**config.mk**
```make
export PLATFORM = sky130hd
export DESIGN_NAME = white_ball_motion
export DESIGN_NICKNAME = d
export VERILOG_FILES = /design/src/rtl/billiard_pkg.sv /design/src/rtl/ball_friction.sv /design/src/rtl/white_ball_motion.sv
export SDC_FILE = /design/constraint.sdc
export NUM_CORES = 1
export LEC_CHECK = 0
export ABC_AREA = 0
export CAP_MARGIN = 20
export CORE_MARGIN = 3
export CORE_UTILIZATION = 59
export CTS_CLUSTER_DIAMETER = 120
export DETAILED_ROUTE_END_ITERATION = 8
export PLACE_DENSITY = 0.8
export SYNTH_ARGS = -nofsm -noshare
export SYNTH_HDL_FRONTEND = slang
export SYNTH_SLANG_ARGS = --single-unit
```
**constraint.sdc**
```tcl
create_clock -name clk -period 7.7 [get_ports clk]
set_input_delay 1.54 -clock clk [delete_from_list [all_inputs] [get_ports clk]]
set_output_delay 1.54 -clock clk [all_outputs]
set_load 0.03 [all_outputs]
```
**src/rtl/billiard_pkg.sv**
```systemverilog
// Shared types and fixed-point constants for the white-ball motion block.
// Position is signed 32-bit, scaled by 64; speeds are signed 11-bit in 1/64 px/frame.
package billiard_pkg;

  localparam int FIXED_POINT_MULTIPLIER = 64;
  localparam int FIXED_POINT_SHIFT      = 6;

  typedef logic signed [10:0] speed_t;
  typedef logic signed [31:0] pos_t;

  typedef enum logic [1:0] {
    IDLE,
    ROLLING,
    POCKETED
  } ball_state_t;

endpackage

```
**src/rtl/ball_friction.sv**
```systemverilog
// Combinational friction for one axis: move |speed| toward zero by STEP,
// then snap to zero when the result is below MIN.
module ball_friction
  import billiard_pkg::*;
#(
  parameter int STEP = 2,
  parameter int MIN  = 8
) (
  input  speed_t i_speed,
  output speed_t o_speed
);

  localparam logic [11:0] L_STEP = 12'(STEP);
  localparam logic [11:0] L_MIN  = 12'(MIN);

  logic signed [11:0] w_ext;
  logic        [11:0] w_mag;
  logic        [11:0] w_dec;
  logic signed [11:0] w_out;

  // Magnitude is taken at 12 bits so that -1024 does not overflow.
  assign w_ext = 12'(i_speed);
  assign w_mag = w_ext[11] ? 12'(-w_ext) : w_ext;

  // NOTE: every combinational output gets a value on every path so no latch is inferred.
  always_comb begin
    w_dec = '0;
    if (w_mag > L_STEP) begin
      w_dec = w_mag - L_STEP;
    end
    if (w_dec < L_MIN) begin
      w_dec = '0;
    end
  end

  assign w_out   = w_ext[11] ? -$signed(w_dec) : $signed(w_dec);
  assign o_speed = w_out[10:0];

endmodule

```
**src/rtl/white_ball_motion.sv**
```systemverilog
// White-ball motion: shot loading, per-frame integration, friction, cushion
// reflection, pocketing and respawn. Optional position clamp: BALL_POS_CLAMP_EN.
module white_ball_motion
  import billiard_pkg::*;
#(
  parameter int INITIAL_X     = 160,
  parameter int INITIAL_Y     = 240,
  parameter int FRICTION_STEP = 2,
  parameter int MIN_SPEED     = 8,
  parameter int X_MIN         = 32,
  parameter int X_MAX         = 592,
  parameter int Y_MIN         = 32,
  parameter int Y_MAX         = 432
) (
  input  logic                clk,
  input  logic                reset,
  input  logic                startOfFrame,
  input  logic                chargeWhiteBall,
  input  logic signed [10:0]  Xspeed_in,
  input  logic signed [10:0]  Yspeed_in,
  input  logic                collideLeft,
  input  logic                collideRight,
  input  logic                collideTop,
  input  logic                collideBottom,
  input  logic                pocketHit,
  input  logic                respawn,
  output logic signed [10:0]  WhiteBall_topLeftX,
  output logic signed [10:0]  WhiteBall_topLeftY,
  output logic signed [10:0]  WhiteBall_Xspeed,
  output logic signed [10:0]  WhiteBall_Yspeed,
  output logic                WhiteBall_inGame,
  output logic                ballMoving
);

  localparam pos_t INIT_POS_X = pos_t'(INITIAL_X * FIXED_POINT_MULTIPLIER);
  localparam pos_t INIT_POS_Y = pos_t'(INITIAL_Y * FIXED_POINT_MULTIPLIER);

  ball_state_t r_state, w_state_next;
  pos_t        r_pos_x, r_pos_y, w_pos_x_next, w_pos_y_next;
  speed_t      r_xspeed, r_yspeed, w_xspeed_next, w_yspeed_next;
  logic        r_in_game, w_in_game_next;
  logic        r_left, r_right, r_top, r_bottom, r_pocket;
  logic        w_left, w_right, w_top, w_bottom, w_pocket;
  logic        w_clear_flags;

  speed_t      w_xs_refl, w_ys_refl, w_xs_fric, w_ys_fric, w_xs_new, w_ys_new;
  pos_t        w_pos_x_int, w_pos_y_int, w_pos_x_new, w_pos_y_new;

  // A hit arriving in the same cycle as startOfFrame still counts for that frame.
  assign w_left   = r_left   | collideLeft;
  assign w_right  = r_right  | collideRight;
  assign w_top    = r_top    | collideTop;
  assign w_bottom = r_bottom | collideBottom;
  assign w_pocket = r_pocket | pocketHit;

  assign w_xs_refl = ((w_left && r_xspeed < 0) || (w_right && r_xspeed > 0)) ? -r_xspeed : r_xspeed;
  assign w_ys_refl = ((w_top && r_yspeed < 0) || (w_bottom && r_yspeed > 0)) ? -r_yspeed : r_yspeed;

  assign w_pos_x_int = r_pos_x + pos_t'(w_xs_refl);
  assign w_pos_y_int = r_pos_y + pos_t'(w_ys_refl);

  ball_friction #(.STEP(FRICTION_STEP), .MIN(MIN_SPEED)) u_fric_x (
    .i_speed (w_xs_refl),
    .o_speed (w_xs_fric)
  );

  ball_friction #(.STEP(FRICTION_STEP), .MIN(MIN_SPEED)) u_fric_y (
    .i_speed (w_ys_refl),
    .o_speed (w_ys_fric)
  );

`ifdef BALL_POS_CLAMP_EN
  pos_t w_tl_x, w_tl_y;
  assign w_tl_x = w_pos_x_int >>> FIXED_POINT_SHIFT;
  assign w_tl_y = w_pos_y_int >>> FIXED_POINT_SHIFT;

  always_comb begin
    w_pos_x_new = w_pos_x_int;
    w_xs_new    = w_xs_fric;
    if (w_tl_x < X_MIN) begin
      w_pos_x_new = pos_t'(X_MIN * FIXED_POINT_MULTIPLIER);
      w_xs_new    = '0;
    end else if (w_tl_x > X_MAX) begin
      w_pos_x_new = pos_t'(X_MAX * FIXED_POINT_MULTIPLIER);
      w_xs_new    = '0;
    end
    w_pos_y_new = w_pos_y_int;
    w_ys_new    = w_ys_fric;
    if (w_tl_y < Y_MIN) begin
      w_pos_y_new = pos_t'(Y_MIN * FIXED_POINT_MULTIPLIER);
      w_ys_new    = '0;
    end else if (w_tl_y > Y_MAX) begin
      w_pos_y_new = pos_t'(Y_MAX * FIXED_POINT_MULTIPLIER);
      w_ys_new    = '0;
    end
  end
`else
  assign w_pos_x_new = w_pos_x_int;
  assign w_pos_y_new = w_pos_y_int;
  assign w_xs_new    = w_xs_fric;
  assign w_ys_new    = w_ys_fric;
`endif

  always_comb begin
    w_state_next   = r_state;
    w_pos_x_next   = r_pos_x;
    w_pos_y_next   = r_pos_y;
    w_xspeed_next  = r_xspeed;
    w_yspeed_next  = r_yspeed;
    w_in_game_next = r_in_game;
    w_clear_flags  = startOfFrame;
    unique case (r_state)
      IDLE: begin
        if (chargeWhiteBall && (Xspeed_in != 0 || Yspeed_in != 0)) begin
          w_xspeed_next = Xspeed_in;
          w_yspeed_next = Yspeed_in;
          w_state_next  = ROLLING;
        end
      end
      ROLLING: begin
        if (startOfFrame) begin
          if (w_pocket) begin
            w_xspeed_next  = '0;
            w_yspeed_next  = '0;
            w_in_game_next = 1'b0;
            w_state_next   = POCKETED;
          end else begin
            w_pos_x_next  = w_pos_x_new;
            w_pos_y_next  = w_pos_y_new;
            w_xspeed_next = w_xs_new;
            w_yspeed_next = w_ys_new;
            if (w_xs_new == 0 && w_ys_new == 0) begin
              w_state_next = IDLE;
            end
          end
        end
      end
      POCKETED: begin
        w_clear_flags = 1'b1;
        if (respawn) begin
          w_pos_x_next   = INIT_POS_X;
          w_pos_y_next   = INIT_POS_Y;
          w_in_game_next = 1'b1;
          w_state_next   = IDLE;
        end
      end
      default: w_state_next = IDLE;
    endcase
  end

  // NOTE: sequential state uses non-blocking assignments only, so all registers update together.
  always_ff @(posedge clk) begin
    if (reset) begin
      r_state   <= IDLE;
      r_pos_x   <= INIT_POS_X;
      r_pos_y   <= INIT_POS_Y;
      r_xspeed  <= '0;
      r_yspeed  <= '0;
      r_in_game <= 1'b1;
      r_left    <= 1'b0;
      r_right   <= 1'b0;
      r_top     <= 1'b0;
      r_bottom  <= 1'b0;
      r_pocket  <= 1'b0;
    end else begin
      r_state   <= w_state_next;
      r_pos_x   <= w_pos_x_next;
      r_pos_y   <= w_pos_y_next;
      r_xspeed  <= w_xspeed_next;
      r_yspeed  <= w_yspeed_next;
      r_in_game <= w_in_game_next;
      r_left    <= w_clear_flags ? 1'b0 : w_left;
      r_right   <= w_clear_flags ? 1'b0 : w_right;
      r_top     <= w_clear_flags ? 1'b0 : w_top;
      r_bottom  <= w_clear_flags ? 1'b0 : w_bottom;
      r_pocket  <= w_clear_flags ? 1'b0 : w_pocket;
    end
  end

  // Top-left is (pos >>> 6) truncated to 11 bits, i.e. bits [16:6].
  assign WhiteBall_topLeftX = r_pos_x[16:6];
  assign WhiteBall_topLeftY = r_pos_y[16:6];
  assign WhiteBall_Xspeed   = r_xspeed;
  assign WhiteBall_Yspeed   = r_yspeed;
  assign WhiteBall_inGame   = r_in_game;
  assign ballMoving         = (r_state == ROLLING);

  logic w_unused_pos_bits;
  assign w_unused_pos_bits = ^{r_pos_x[31:17], r_pos_x[5:0], r_pos_y[31:17], r_pos_y[5:0]};

endmodule

```
==> impl_metrics.yaml <==
status:
  run_status: "completed"
clock_network:
  clock_path_buffers: 2
  clkTransAtPathRegs_ns: 0.06
  cts_sinks: 64
  cts_resized: 0
  post_cts_buffers: 0
  cts_tree: "built"
  clk_latency_ns: 0.34
  cts_hold_buf: 0
  cts_buffers: 9
  clockRootBuffer: "clkbuf_16"
  htree_levels: 3
routing:
  post_drt_via_cell_ratio: 6.50
  num_vias: 7315
  drc_errors: 0
  wire_per_inst_microns: 18.0
  drt_iter0_drc: 601
  detail-route-antenna-nets: 0
  wirelength_microns: 20300
  drt_pass1_iterations: 8
global_routing:
  grt_pass1_wl_microns: 33000
  grt_max_degree: 53
  grt.overflow.total: 0
  grt_pass1_vias: 6796
  antenna_found_initial: 0
  track_usage: 0.301
setup_path:
  critPathSlowestCell: "clkdlybuf4s50_1"
  critPathTopFamily: "compound AO/OA/AOI/OAI gates"
  crit_chain: "clkdlybuf4s50_1 -> o21ai_1 -> nand4_1 -> a311oi_2 -> or2_1 -> a21oi_1 -> o32a_1 -> or2_1 -> a32o_1 -> o211a_1 -> nor2_1 -> nand2_1 -> ha_1 -> nand3_1 -> nor2_1 -> o21a_1 -> o311a_1 -> or2_1 -> a2111oi_2 -> a31oi_1"
  critPathMaxFanout: 12
  slowest_delay_ns: 0.45
  path_depth: 20
  r2r_cells: 19
  critPathRequiredTime_ns: 7.91
  start_kind: "input port"
  crit_top_cell: "or2_1"
  end_kind: "flip-flop"
  cp.arrival_ns: 6.69
  worst-path-buf-inv: 1
  worstSetupPathType: "input port to flip-flop"
yosys:
  yosys_warnings: 0
  synth_area_per_cell_sq_um: 7.41
  synth_seq_area_share: 0.180
  syn_nets: 1034
  synth_area_sq_um: 7110
  ys_seq_elements: 64
  synth_edf_count: 0
  ys.flop_type: "dfxtp_1"
  syn_inst: 960
  async_reset_ff_frac: 0
  yosysUniqueCellTypes: 101
die:
  core_sq_um: 11600
  num_rows: 39
  die_x_microns: 116
  die_h_microns: 116
  die_area_sq_um: 13400
  io_pins: 78
  start_util: 0.612
place:
  dp_hpwl_microns: 14800
  portBuffers: 77
  routabilityCongestion: 0.932
run:
  max_cap_viol_count: 0
layout:
  drive_above_1_share: 0.0682
  antenna_cells: 0
  layout_commonest_cell: "nor2_1"
  area_growth_pct: 12.9
  layout_common_cells: "nor2_1, nand2_1, clkdlybuf4s50_1"
  fin_nets: 1052
sta:
  setup-violations-final: 0
  drv_slew: 0
  slew_headroom: 0.295
  max_freq_mhz: 154
  worst_pin_slew_ns: 1.06
  whs_ns: 0.471
  fin_crit_ns: 6.48
  finClkSkew_ns: 0.00543
  hold_violations: 0
  tns_ns: 0
  fin_crit_sh: 0.842
  rsz0062_at_grt: "false"
min_path:
  hold-path-cell-count: 2
  min_path_type: "flip-flop to flip-flop"
[worst register-to-register path: stages (launching register included)]
cell and delay (ns):
dfxtp_1 0.43, inv_1 0.22, ha_1 0.36, or4b_4 0.58, o31ai_4 0.38, and2_1 0.41
inv_1 0.40, a2111oi_4 0.44, o211ai_1 0.16, xor2_1 0.24, a2111o_1 0.47, or2_4 0.28
nand3_1 0.11, ha_1 0.34, nand2_1 0.14, nand4_1 0.11, nand4_1 0.16, a211o_1 0.28
a2111oi_2 0.28, a31oi_1 0.12
[registers in the layout, indices dropped and copies added, names as in the netlist]
signal            count
r_bottom              1
r_pos_x              17
WhiteBall_Xspeed     11
WhiteBall_inGame      1
r_left                1
r_state               2
r_pos_y              17
r_top                 1
r_pocket              1
WhiteBall_Yspeed     11
r_right               1
[metrics by stage]
| stage | std cells | utilization | area [sq um] | setup WS (ns) |
|---|---|---|---|---|
| 4_1_cts | 1124 | 0.689 | 8010 | 1.30 |
| 2_1_floorplan | 960 | - | 7110 | 1.78 |
| 5_1_grt | 1125 | 0.692 | 8030 | 0.868 |
| 3_5_place_dp | 1109 | 0.663 | 7700 | 0.943 |
| 3_3_place_gp | 1109 | 0.663 | 7700 | 1.05 |
| 6_report | 1125 | 0.692 | 8030 | 1.22 |
[final timing paths]
check | startpoint | endpoint | slack, ns
setup / recovery | collideLeft | r_state[0]$_SDFFE_PP0P_ | 1.22
hold / removal | r_pos_x[0]$_SDFFE_PP0P_ | r_pos_x[0]$_SDFFE_PP0P_ | 0.47
setup reg to reg | WhiteBall_Yspeed[0]$_SDFFE_PP0P_ | r_state[0]$_SDFFE_PP0P_ | 1.65
hold reg to reg | r_pos_x[0]$_SDFFE_PP0P_ | r_pos_x[0]$_SDFFE_PP0P_ | 0.47
[routing by layer]
layer  wire (microns)  up-vias  track usage
met2            10000      264        0.509
li1                 -     3602            -
met3             1060       50       0.0517
met5                0        -            0
met4              613        0        0.109
met1             8610     3399        0.386
[final cells by class]
type | instances | area (sq um)
inverters | 42 | 160
well taps | 143 | 179
repair buffers | 85 | 846
clock inverters | 4 | 70.1
multi-input cells | 776 | 5260
clock buffers | 11 | 233
fillers | 1022 | 3580
flip-flops and latches | 64 | 1280
[cell usage after synthesis, types with 11 or more instances]
library cell / instances / area, sq um
a211oi_1: 24 / 180
a21oi_1: 71 / 355
nor3_1: 21 / 105
clkbuf_1: 38 / 143
a22oi_1: 18 / 135
o21ai_0: 38 / 190
o21bai_1: 16 / 120
nand3_1: 46 / 230
inv_1: 39 / 146
and2_1: 16 / 100
or4_1: 14 / 105
xnor2_1: 42 / 368
dfxtp_1: 64 / 1280
xor2_1: 26 / 228
nor4_1: 13 / 81.3
nor2_1: 90 / 338
buf_4: 24 / 180
nand2_1: 81 / 304
a31oi_1: 11 / 68.8
ha_1: 40 / 500
nand4_1: 17 / 106
[kinds of logic (layout without fill, tap and decap cells)]
logic type,Yosys count,in the layout,share of synthesized area
AND/OR/NAND/NOR,362,362,0.265
AO/OA/AOI/OAI,295,295,0.299
buffers and inverters,120,142,0.0802
XOR/XNOR,71,71,0.0906
flip-flops,64,64,0.180
adder cells (fa/ha/maj),42,42,0.0760
multiplexers,6,6,0.00897
Power is left out: the tool's default activity adds up to more than one toggle a clock period on the data nets, which glitch-free logic cannot reach.
